### src/rtl/branch_resolve_unit_if.sv
// Branch issue/resolve bus between ID/EX and the resolve unit, plus predictor-update and flush returns.
// master = pipeline side driving issue/resolve; slave = branch_resolve_unit.
interface branch_resolve_unit_if #(
    parameter int AW = 32
);
    logic          issue_i;
    logic          issue_pred_i;
    logic [AW-1:0] issue_pc_i;
    logic [AW-1:0] issue_target_i;
    logic          resolve_i;
    logic          resolve_taken_i;
    logic          stall_o;
    logic          update_o;
    logic          result_o;
    logic          flush_o;
    logic [AW-1:0] redirect_pc_o;
    logic          err_o;

    modport master (
        output issue_i, issue_pred_i, issue_pc_i, issue_target_i, resolve_i, resolve_taken_i,
        input  stall_o, update_o, result_o, flush_o, redirect_pc_o, err_o
    );

    modport slave (
        input  issue_i, issue_pred_i, issue_pc_i, issue_target_i, resolve_i, resolve_taken_i,
        output stall_o, update_o, result_o, flush_o, redirect_pc_o, err_o
    );
endinterface

### src/rtl/branch_resolve_unit.sv
// Purpose: in-order queue of predicted branches; compares prediction with EX outcome, updates predictor, flushes on miss.
// Latency: update/result/flush/redirect registered, one cycle after resolve_i. Optional BRU_STATS_EN adds counters.
// Backpressure: stall_o (combinational from count) when DEPTH branches outstanding; an issue while full is dropped and flags err_o.
module branch_resolve_unit #(
    parameter int DEPTH = 4,
    parameter int AW    = 32
) (
    input  logic                  clk_i,
    input  logic                  rst_ni,
    branch_resolve_unit_if.slave  bus
`ifdef BRU_STATS_EN
    ,
    output logic [15:0]           branch_cnt_o,
    output logic [15:0]           mispred_cnt_o
`endif
);
    localparam int PW = $clog2(DEPTH);
    localparam int CW = PW + 1;

    typedef struct packed {
        logic          pred;
        logic [AW-1:0] pc;
        logic [AW-1:0] target;
    } entry_t;

    entry_t        mem_q [DEPTH];
    logic [PW-1:0] wr_ptr_q, wr_ptr_d;
    logic [PW-1:0] rd_ptr_q, rd_ptr_d;
    logic [CW-1:0] count_q, count_d;
    logic          update_q, update_d;
    logic          result_q, result_d;
    logic          flush_q, flush_d;
    logic          err_q, err_d;
    logic [AW-1:0] redirect_q, redirect_d;

    logic          full;
    logic          empty;
    logic          pop;
    logic          push;
    logic          mispred;
    entry_t        head;

    always_comb begin
        full    = (count_q == CW'(DEPTH));
        empty   = (count_q == '0);
        head    = mem_q[rd_ptr_q];
        pop     = bus.resolve_i && !empty;
        mispred = pop && (head.pred != bus.resolve_taken_i);
        // An issue alongside a mispredicting resolve is younger than the branch and gets squashed.
        push    = bus.issue_i && !full && !mispred;
    end

    always_comb begin
        wr_ptr_d   = wr_ptr_q;
        rd_ptr_d   = rd_ptr_q;
        count_d    = count_q;
        update_d   = pop;
        result_d   = pop && bus.resolve_taken_i;
        flush_d    = mispred;
        redirect_d = redirect_q;
        err_d      = err_q
                   | (bus.issue_i && full && !mispred)
                   | (bus.resolve_i && empty);

        if (pop) begin
            redirect_d = bus.resolve_taken_i ? head.target : head.pc + AW'(4);
        end

        if (mispred) begin
            rd_ptr_d = wr_ptr_q;
            count_d  = '0;
        end else begin
            if (push) wr_ptr_d = wr_ptr_q + PW'(1);
            if (pop)  rd_ptr_d = rd_ptr_q + PW'(1);
            count_d = count_q + CW'(push) - CW'(pop);
        end
    end

    always_ff @(posedge clk_i or negedge rst_ni) begin
        if (!rst_ni) begin
            wr_ptr_q   <= '0;
            rd_ptr_q   <= '0;
            count_q    <= '0;
            update_q   <= 1'b0;
            result_q   <= 1'b0;
            flush_q    <= 1'b0;
            err_q      <= 1'b0;
            redirect_q <= '0;
        end else begin
            wr_ptr_q   <= wr_ptr_d;
            rd_ptr_q   <= rd_ptr_d;
            count_q    <= count_d;
            update_q   <= update_d;
            result_q   <= result_d;
            flush_q    <= flush_d;
            err_q      <= err_d;
            redirect_q <= redirect_d;
        end
    end

    // Payload storage needs no reset: entries are only read while count says they are valid.
    always_ff @(posedge clk_i) begin
        if (push) begin
            mem_q[wr_ptr_q] <= '{pred:   bus.issue_pred_i,
                                 pc:     bus.issue_pc_i,
                                 target: bus.issue_target_i};
        end
    end

`ifdef BRU_STATS_EN
    logic [15:0] branch_cnt_q, branch_cnt_d;
    logic [15:0] mispred_cnt_q, mispred_cnt_d;

    always_comb begin
        branch_cnt_d  = branch_cnt_q;
        mispred_cnt_d = mispred_cnt_q;
        if (pop && (branch_cnt_q != 16'hFFFF))      branch_cnt_d  = branch_cnt_q + 16'd1;
        if (mispred && (mispred_cnt_q != 16'hFFFF)) mispred_cnt_d = mispred_cnt_q + 16'd1;
    end

    always_ff @(posedge clk_i or negedge rst_ni) begin
        if (!rst_ni) begin
            branch_cnt_q  <= '0;
            mispred_cnt_q <= '0;
        end else begin
            branch_cnt_q  <= branch_cnt_d;
            mispred_cnt_q <= mispred_cnt_d;
        end
    end

    assign branch_cnt_o  = branch_cnt_q;
    assign mispred_cnt_o = mispred_cnt_q;
`endif

    assign bus.stall_o       = full;
    assign bus.update_o      = update_q;
    assign bus.result_o      = result_q;
    assign bus.flush_o       = flush_q;
    assign bus.redirect_pc_o = redirect_q;
    assign bus.err_o         = err_q;
endmodule
### src/flat_wrapper.sv
// flat-port wrapper written by rule: the top's interface ports become plain ports
module branch_resolve_unit_flat 
#(
    parameter int DEPTH = 4,
    parameter int AW    = 32
)
  (clk_i, rst_ni, bus_issue_i, bus_issue_pred_i, bus_issue_pc_i, bus_issue_target_i, bus_resolve_i, bus_resolve_taken_i, bus_stall_o, bus_update_o, bus_result_o, bus_flush_o, bus_redirect_pc_o, bus_err_o);
  branch_resolve_unit_if #(.AW(AW)) bus_i ();
  input  logic clk_i;
  input  logic rst_ni;
  input wire logic [$bits(bus_i.issue_i)-1:0] bus_issue_i;
  input wire logic [$bits(bus_i.issue_pred_i)-1:0] bus_issue_pred_i;
  input wire logic [$bits(bus_i.issue_pc_i)-1:0] bus_issue_pc_i;
  input wire logic [$bits(bus_i.issue_target_i)-1:0] bus_issue_target_i;
  input wire logic [$bits(bus_i.resolve_i)-1:0] bus_resolve_i;
  input wire logic [$bits(bus_i.resolve_taken_i)-1:0] bus_resolve_taken_i;
  output wire logic [$bits(bus_i.stall_o)-1:0] bus_stall_o;
  output wire logic [$bits(bus_i.update_o)-1:0] bus_update_o;
  output wire logic [$bits(bus_i.result_o)-1:0] bus_result_o;
  output wire logic [$bits(bus_i.flush_o)-1:0] bus_flush_o;
  output wire logic [$bits(bus_i.redirect_pc_o)-1:0] bus_redirect_pc_o;
  output wire logic [$bits(bus_i.err_o)-1:0] bus_err_o;
  assign bus_i.issue_i = bus_issue_i;
  assign bus_i.issue_pred_i = bus_issue_pred_i;
  assign bus_i.issue_pc_i = bus_issue_pc_i;
  assign bus_i.issue_target_i = bus_issue_target_i;
  assign bus_i.resolve_i = bus_resolve_i;
  assign bus_i.resolve_taken_i = bus_resolve_taken_i;
  assign bus_stall_o = bus_i.stall_o;
  assign bus_update_o = bus_i.update_o;
  assign bus_result_o = bus_i.result_o;
  assign bus_flush_o = bus_i.flush_o;
  assign bus_redirect_pc_o = bus_i.redirect_pc_o;
  assign bus_err_o = bus_i.err_o;
  branch_resolve_unit #(.DEPTH(DEPTH), .AW(AW)) u_core (.clk_i(clk_i), .rst_ni(rst_ni), .bus(bus_i));
endmodule
### config.mk
export PLATFORM = sky130hd
export DESIGN_NAME = branch_resolve_unit_flat
export DESIGN_NICKNAME = d
export VERILOG_FILES = /design/src/rtl/branch_resolve_unit_if.sv /design/src/rtl/branch_resolve_unit.sv /design/src/flat_wrapper.sv
export SDC_FILE = /design/constraint.sdc
export NUM_CORES = 1
export LEC_CHECK = 0
export ABC_AREA = 1
export BUFFER_PORTS_ARGS = -buffer_cell sky130_fd_sc_hd__buf_2
export CORE_UTILIZATION = 30
export DETAILED_ROUTE_END_ITERATION = 10
export SYNTH_ARGS = -nofsm -noshare
export SYNTH_HDL_FRONTEND = slang
export SYNTH_SLANG_ARGS = --single-unit
### constraint.sdc
create_clock -name clk_i -period 4.2 [get_ports clk_i]
set_input_delay 0.63 -clock clk_i [delete_from_list [all_inputs] [get_ports clk_i]]
set_output_delay 0.63 -clock clk_i [all_outputs]
set_load 0.05 [all_outputs]
==> impl_metrics.env, run 1 <==
export IMPL_clock_sinks=303
export IMPL_dieWidth_um=212
export IMPL_dr_pass1_iters=7
export IMPL_grt_overflow_total=0
export IMPL_hold_class="in2async"
export IMPL_max_freq_mhz=320
export IMPL_cts_resized=0
export IMPL_crit_required_ns=4.60
export IMPL_fin_crit_sh_pct=74.4
export IMPL_cp_max_fo=47
export IMPL_synth_area_leaders="edfxtp_1 59%, nand2_1 12%, dfrtp_1 8.1%"
export IMPL_gp_congestion=0.894
export IMPL_grt_pass1_vias=9104
export IMPL_tritoncts="done"
export IMPL_whs_ns=0.243
export IMPL_ios=107
export IMPL_ir_drop_mv=0.389
export IMPL_wl_mm=35.3
export IMPL_postCtsSetupBuffers=0
export IMPL_ys_warn_count=0
export IMPL_grt_pass1_wl_mm=53.4
export IMPL_ys_types=38
export IMPL_cp_cell_sequence="buf_4 -> o211ai_1 -> nand2_1 -> ha_1 -> nand3_1 -> nor2_4 -> nand2_1 -> nor2_1 -> nand3_1 -> nand2_1 -> nand3_1 -> nand2_1 -> inv_1"
export IMPL_p_leak_nw=5.97
export IMPL_slowest_delay_ns=0.74
export IMPL_initial_core_util_pct=30.6
export IMPL_setup_violations=0
export IMPL_cts_hold_buf=0
export IMPL_ys_ff_latch=303
export IMPL_die_area_mm2=0.0450
export IMPL_run_status="complete, no violations"
export IMPL_rows=76
export IMPL_final_nets=1427
export IMPL_synth_top_area_share_pct=59.0
export IMPL_syn_area_per_cell_um2=10.6
export IMPL_syn_instance_count=1251
export IMPL_syn_to_final_growth_pct=17.4
export IMPL_synth_top_area_cell="edfxtp_1"
export IMPL_syn_num_nets=1328
export IMPL_crit_arrival_ns=3.52
export IMPL_h_tree_depth=2
export IMPL_drive_gt1_share_pct=15.3
export IMPL_grt_max_degree=111
export IMPL_syn_area_mm2=0.0132
export IMPL_cts_made_buffers=34
export IMPL_worst_setup_path_end_kind="register"
export IMPL_finalHoldViolCount=0
export IMPL_layout_commonest_cell="nand2_1"
export IMPL_slowest_stage="dfrtp_2"
export IMPL_final_cell_area_mm2=0.0155
export IMPL_cts_root_buf="clkbuf_16"
export IMPL_final_cell_mix="433 x nand2_1, 260 x edfxtp_1, 106 x nor2_1, 106 x buf_2, 94 x nand3_1"
export IMPL_routedWlPerCell_um=18.0
export IMPL_drc=0
export IMPL_critPathMostFrequentCell="nand2_1"
export IMPL_start_kind="register"
export IMPL_antenna_found_initial=8
export IMPL_path_buf_inv=2
export IMPL_fin_skew_ns=0.0171
export IMPL_relSlewSlack_pct=52.5
export IMPL_rsz0062_at_grt="false"
export IMPL_placed_area_mm2=0.0144
export IMPL_die_h_um=212
export IMPL_io_buffers=106
export IMPL_min_period_ns=3.13
export IMPL_drt_iter0_drc=661
export IMPL_clk_path_buf_depth=3
export IMPL_yosysSeqAreaShare_pct=67.1
export IMPL_cap_violations=0
export IMPL_power_mw=12.1
export IMPL_hpwl_mm=23.1
export IMPL_p_per_area_mw_per_mm2=778
export IMPL_clkLatencyLatePin_ns=0.51
export IMPL_ant_nets=0
export IMPL_critical_path_class="reg2reg"
export IMPL_grt_usage_pct=15.8
export IMPL_vias_per_cell=4.78
export IMPL_num_vias=9391
export IMPL_core_mm2=0.0433
export IMPL_final_max_slew_violation_count=0
export IMPL_clkTransAtPathRegs_ns=0.06
export IMPL_worst_pin_slew_ns=0.711
export IMPL_critical_path_top_delay_family="simple AND/OR/NAND/NOR gates"
==> Yosys cell counts (all sizes together) <==
library cell,count
a21oi,34
a22oi,1
a31oi,7
a32o,11
a41oi,4
and2,2
buf,43
clkbuf,16
dfrtp,43
edfxtp,260
fa,1
ha,6
inv,58
nand2,441
nand3,98
nand3b,1
nand4,2
nor2,124
nor3,1
o211ai,4
o21ai,53
o21bai,1
o221ai,4
o22ai,27
o311ai,3
or2,1
xnor2,2
xor2,3
==> state kept, by name (all words and copies together), names as in the netlist <==
register,flops
u_core.rd_ptr_q,2
u_core.bus.result_o,1
u_core.bus.update_o,1
u_core.mem_q,260
u_core.bus.err_o,1
u_core.bus.flush_o,1
u_core.wr_ptr_q,2
u_core.bus.redirect_pc_o,32
u_core.count_q,3
==> cell type report <==
type / count / area [um^2]
diodes: 4 / 10.0
well taps: 585 / 732
clock buffers: 41 / 951
fillers: 4239 / 27700
flip-flops and latches: 303 / 8890
repair buffers: 122 / 726
clock inverters: 21 / 193
multi-input cells: 831 / 3820
inverters: 58 / 221
==> final timing paths <==
check | from | endpoint | slack (ns) | cells past startpoint
setup / recovery | u_core.rd_ptr_q[1] | u_core.bus.redirect_pc_o[28] | 1.07 | 13
hold / removal | rst_ni | u_core.bus.result_o | 0.24 | 2
setup reg to reg | u_core.rd_ptr_q[1] | u_core.bus.redirect_pc_o[28] | 1.07 | 13
hold reg to reg | u_core.bus.err_o | u_core.bus.err_o | 0.50 | 2
max in group asynchronous | rst_ni | u_core.rd_ptr_q[0] | 3.40 | 2
min in group clk_i | bus_issue_pc_i[17] | u_core.mem_q[3][49] | 0.34 | 1
==> cells by family after synthesis <==
family / Yosys count / share of synthesized area [%]
XOR/XNOR: 5 / 0.331
adder cells (fa/ha/maj): 7 / 0.718
buffers and inverters: 117 / 4.28
AO/OA/AOI/OAI: 149 / 6.79
flip-flops: 303 / 67.1
AND/OR/NAND/NOR: 670 / 20.8
==> power by group <==
part	internal, mW	total, mW	leakage, nW	switching, mW
Sequential	4.01	4.35	2.86	0.337
Clock	1.81	2.98	0.546	1.18
Combinational	1.24	4.76	2.57	3.51
Total	7.06	12.1	5.97	5.03
==> through the flow <==
step / std cells / utilization, % / setup slack (ns) / setup TNS [ns]
after floorplan: 1251 / - / -0.258 / -67.16
after global placement: 1899 / 33.3 / 1.17 / 0
after detailed placement: 1899 / 33.3 / 1.09 / 0
after CTS: 1961 / 35.9 / 1.06 / 0
after global routing: 1962 / 35.9 / 0.879 / 0
final: 1965 / 35.9 / 1.07 / 0
==> layer usage <==
layer  up-vias  wire (um)  global-route usage (%)
met5         -         69                       0
met4        10        639                    4.25
met3        55       2520                    3.49
met2       282      16400                    25.3
met1      4549      15600                    21.5
li1       4495          -                       -
Power figures use the tool's default switching activity.
==> run 2: changes to the inputs <==
==> constraint.sdc (replaced) <==
create_clock -name clk_i -period 2.53 [get_ports clk_i]
set_input_delay 0.3795 -clock clk_i [delete_from_list [all_inputs] [get_ports clk_i]]
set_output_delay 0.3795 -clock clk_i [all_outputs]
set_load 0.05 [all_outputs]
==> run 2 against run 1 <==
- combinational power is 87% higher
- sequential share of layout area is 2.3 points lower
- clock skew is 0.0029 ns lower
- routed wire length is 1.5% higher
- clock-buffer cell count is 3 higher
- die area stayed put
- largest cell class unchanged
- largest power group unchanged
==> impl_metrics.env, run 2 (synthesis results as in run 1) <==
export IMPL_p_per_area_mw_per_mm2=1290
export IMPL_min_period_ns=2.39
export IMPL_rows=76
export IMPL_finalHoldViolCount=0
export IMPL_ios=107
export IMPL_cp_max_fo=18
export IMPL_multi_input_area_mm2=0.00390
export IMPL_p_leak_nw=6.32
export IMPL_relSlewSlack_pct=48.0
export IMPL_regArea_mm2=0.00889
export IMPL_max_freq_mhz=419
export IMPL_crit_arrival_ns=2.84
export IMPL_drc=0
export IMPL_gp_congestion=0.894
export IMPL_ir_drop_mv=0.645
export IMPL_slowest_delay_ns=0.51
export IMPL_run_status="complete, no violations"
export IMPL_critPathMostFrequentCell="inv_1"
export IMPL_hpwl_mm=24.1
export IMPL_antenna_found_initial=8
export IMPL_core_mm2=0.0433
export IMPL_hold_class="in2reg"
export IMPL_largest_reg_flops=260
export IMPL_critical_path_top_delay_family="simple AND/OR/NAND/NOR gates"
export IMPL_largest_register="u_core.mem_q"
export IMPL_worst_setup_path_end_kind="register"
export IMPL_vias_per_cell=4.73
export IMPL_critical_path_class="reg2reg"
export IMPL_final_util_pct=37.4
export IMPL_die_h_um=212
export IMPL_tritoncts="done"
export IMPL_tns_ns=0
export IMPL_h_tree_depth=2
export IMPL_grt_pass1_wl_mm=54.0
export IMPL_ant_nets=0
export IMPL_initial_core_util_pct=30.6
export IMPL_fin_skew_ns=0.0142
export IMPL_start_kind="register"
export IMPL_grt_pass1_vias=9243
export IMPL_worst_pin_slew_ns=0.780
export IMPL_num_vias=9580
export IMPL_path_buf_inv=5
export IMPL_fillers=4222
export IMPL_crit_required_ns=2.98
export IMPL_grt_usage_pct=16.0
export IMPL_grt_max_degree=70
export IMPL_setup_violations=0
export IMPL_drive_gt1_share_pct=19.6
export IMPL_cts_made_buffers=34
export IMPL_cp_cell_sequence="clkinv_8 -> buf_12 -> nand2_1 -> nand3_1 -> nand2_2 -> xor2_2 -> nand2_2 -> nand3_4 -> inv_1 -> ha_1 -> inv_1 -> fa_1 -> or2_1 -> inv_1"
export IMPL_layout_commonest_cell="nand2_1"
export IMPL_clock_sinks=303
export IMPL_clkTransAtPathRegs_ns=0.06
export IMPL_routedWlPerCell_um=17.7
export IMPL_final_cell_mix="428 x nand2_1, 260 x edfxtp_1, 106 x buf_2"
export IMPL_cap_violations=0
export IMPL_clk_path_buf_depth=3
export IMPL_drt_iter0_drc=833
export IMPL_grt_overflow_total=0
export IMPL_die_area_mm2=0.0450
export IMPL_cts_root_buf="clkbuf_16"
export IMPL_clkLatencyLatePin_ns=0.52
export IMPL_fin_crit_sh_pct=94.4
export IMPL_io_buffers=106
export IMPL_dieWidth_um=212
export IMPL_syn_to_final_growth_pct=22.3
export IMPL_dr_pass1_iters=5
export IMPL_final_nets=1488
export IMPL_wl_mm=35.8
export IMPL_slowest_stage="dfrtp_4"
export IMPL_final_max_slew_violation_count=0
==> run 2: worst paths after layout <==
| path | startpoint | to | slack, ns | cells past startpoint |
|---|---|---|---|---|
| min reg2reg | u_core.bus.err_o | u_core.bus.err_o | 0.46 | 2 |
| max in group asynchronous | rst_ni | u_core.bus.redirect_pc_o[6] | 1.35 | 3 |
| max reg2reg | u_core.rd_ptr_q[0] | u_core.count_q[1] | 0.14 | 14 |
| max | u_core.rd_ptr_q[0] | u_core.count_q[1] | 0.14 | 14 |
| min | bus_issue_pc_i[2] | u_core.mem_q[3][34] | 0.07 | 1 |
| min in group asynchronous | rst_ni | u_core.bus.redirect_pc_o[25] | 0.48 | 2 |
==> run 2: area by class of cell <==
cell class | count | share of cell area (%)
diodes | 5 | 0.0773
clock inverters | 18 | 0.834
flip-flops and latches | 303 | 54.9
well taps | 585 | 4.52
clock buffers | 44 | 5.94
multi-input cells | 831 | 24.1
repair buffers | 183 | 8.22
inverters | 58 | 1.43
==> run 2: where the power goes <==
| group | leakage (nW) | switching (mW) | internal [mW] |
|---|---|---|---|
| Combinational | 2.92 | 6.09 | 2.79 |
| Sequential | 2.86 | 0.500 | 6.66 |
| Clock | 0.537 | 1.90 | 2.89 |
| Total | 6.32 | 8.49 | 12.3 |
==> run 2: metal layers <==
metal  vias to the layer above  global-route usage, %  share of wire [%]
li1                       4620                      -                  -
met5                         -                      0               0.14
met4                         8                   5.37                2.7
met3                        66                   4.05                7.4
met1                      4588                   20.6                 43
met2                       298                   26.0                 47
==> run 2: stage by stage <==
stage / power (mW) / worst slack, ns / hold slack [ns] / cells / cell area (um^2)
after global placement: 15.9 / 0.0888 / 0.444 / 1954 / 14900
after detailed placement: 15.9 / 0.0606 / 0.453 / 1954 / 14900
final: 20.8 / 0.142 / 0.0724 / 2027 / 16200
after CTS: 20.8 / 0.0340 / 0.0480 / 2017 / 16000
after global routing: 22.1 / -0.000337 / 0.0606 / 2022 / 16200
after floorplan: 12.9 / -0.161 / 0.0839 / 1251 / 13300
==> run 2: what timing repair did <==
action / in CTS / in global routing
hold buffers: 1 / 0
buffers inserted: 0 / 4
resized for setup: 0 / 23
setup endpoints to repair: 0 / 20
endpoints found under the hold margin: 27 / 0
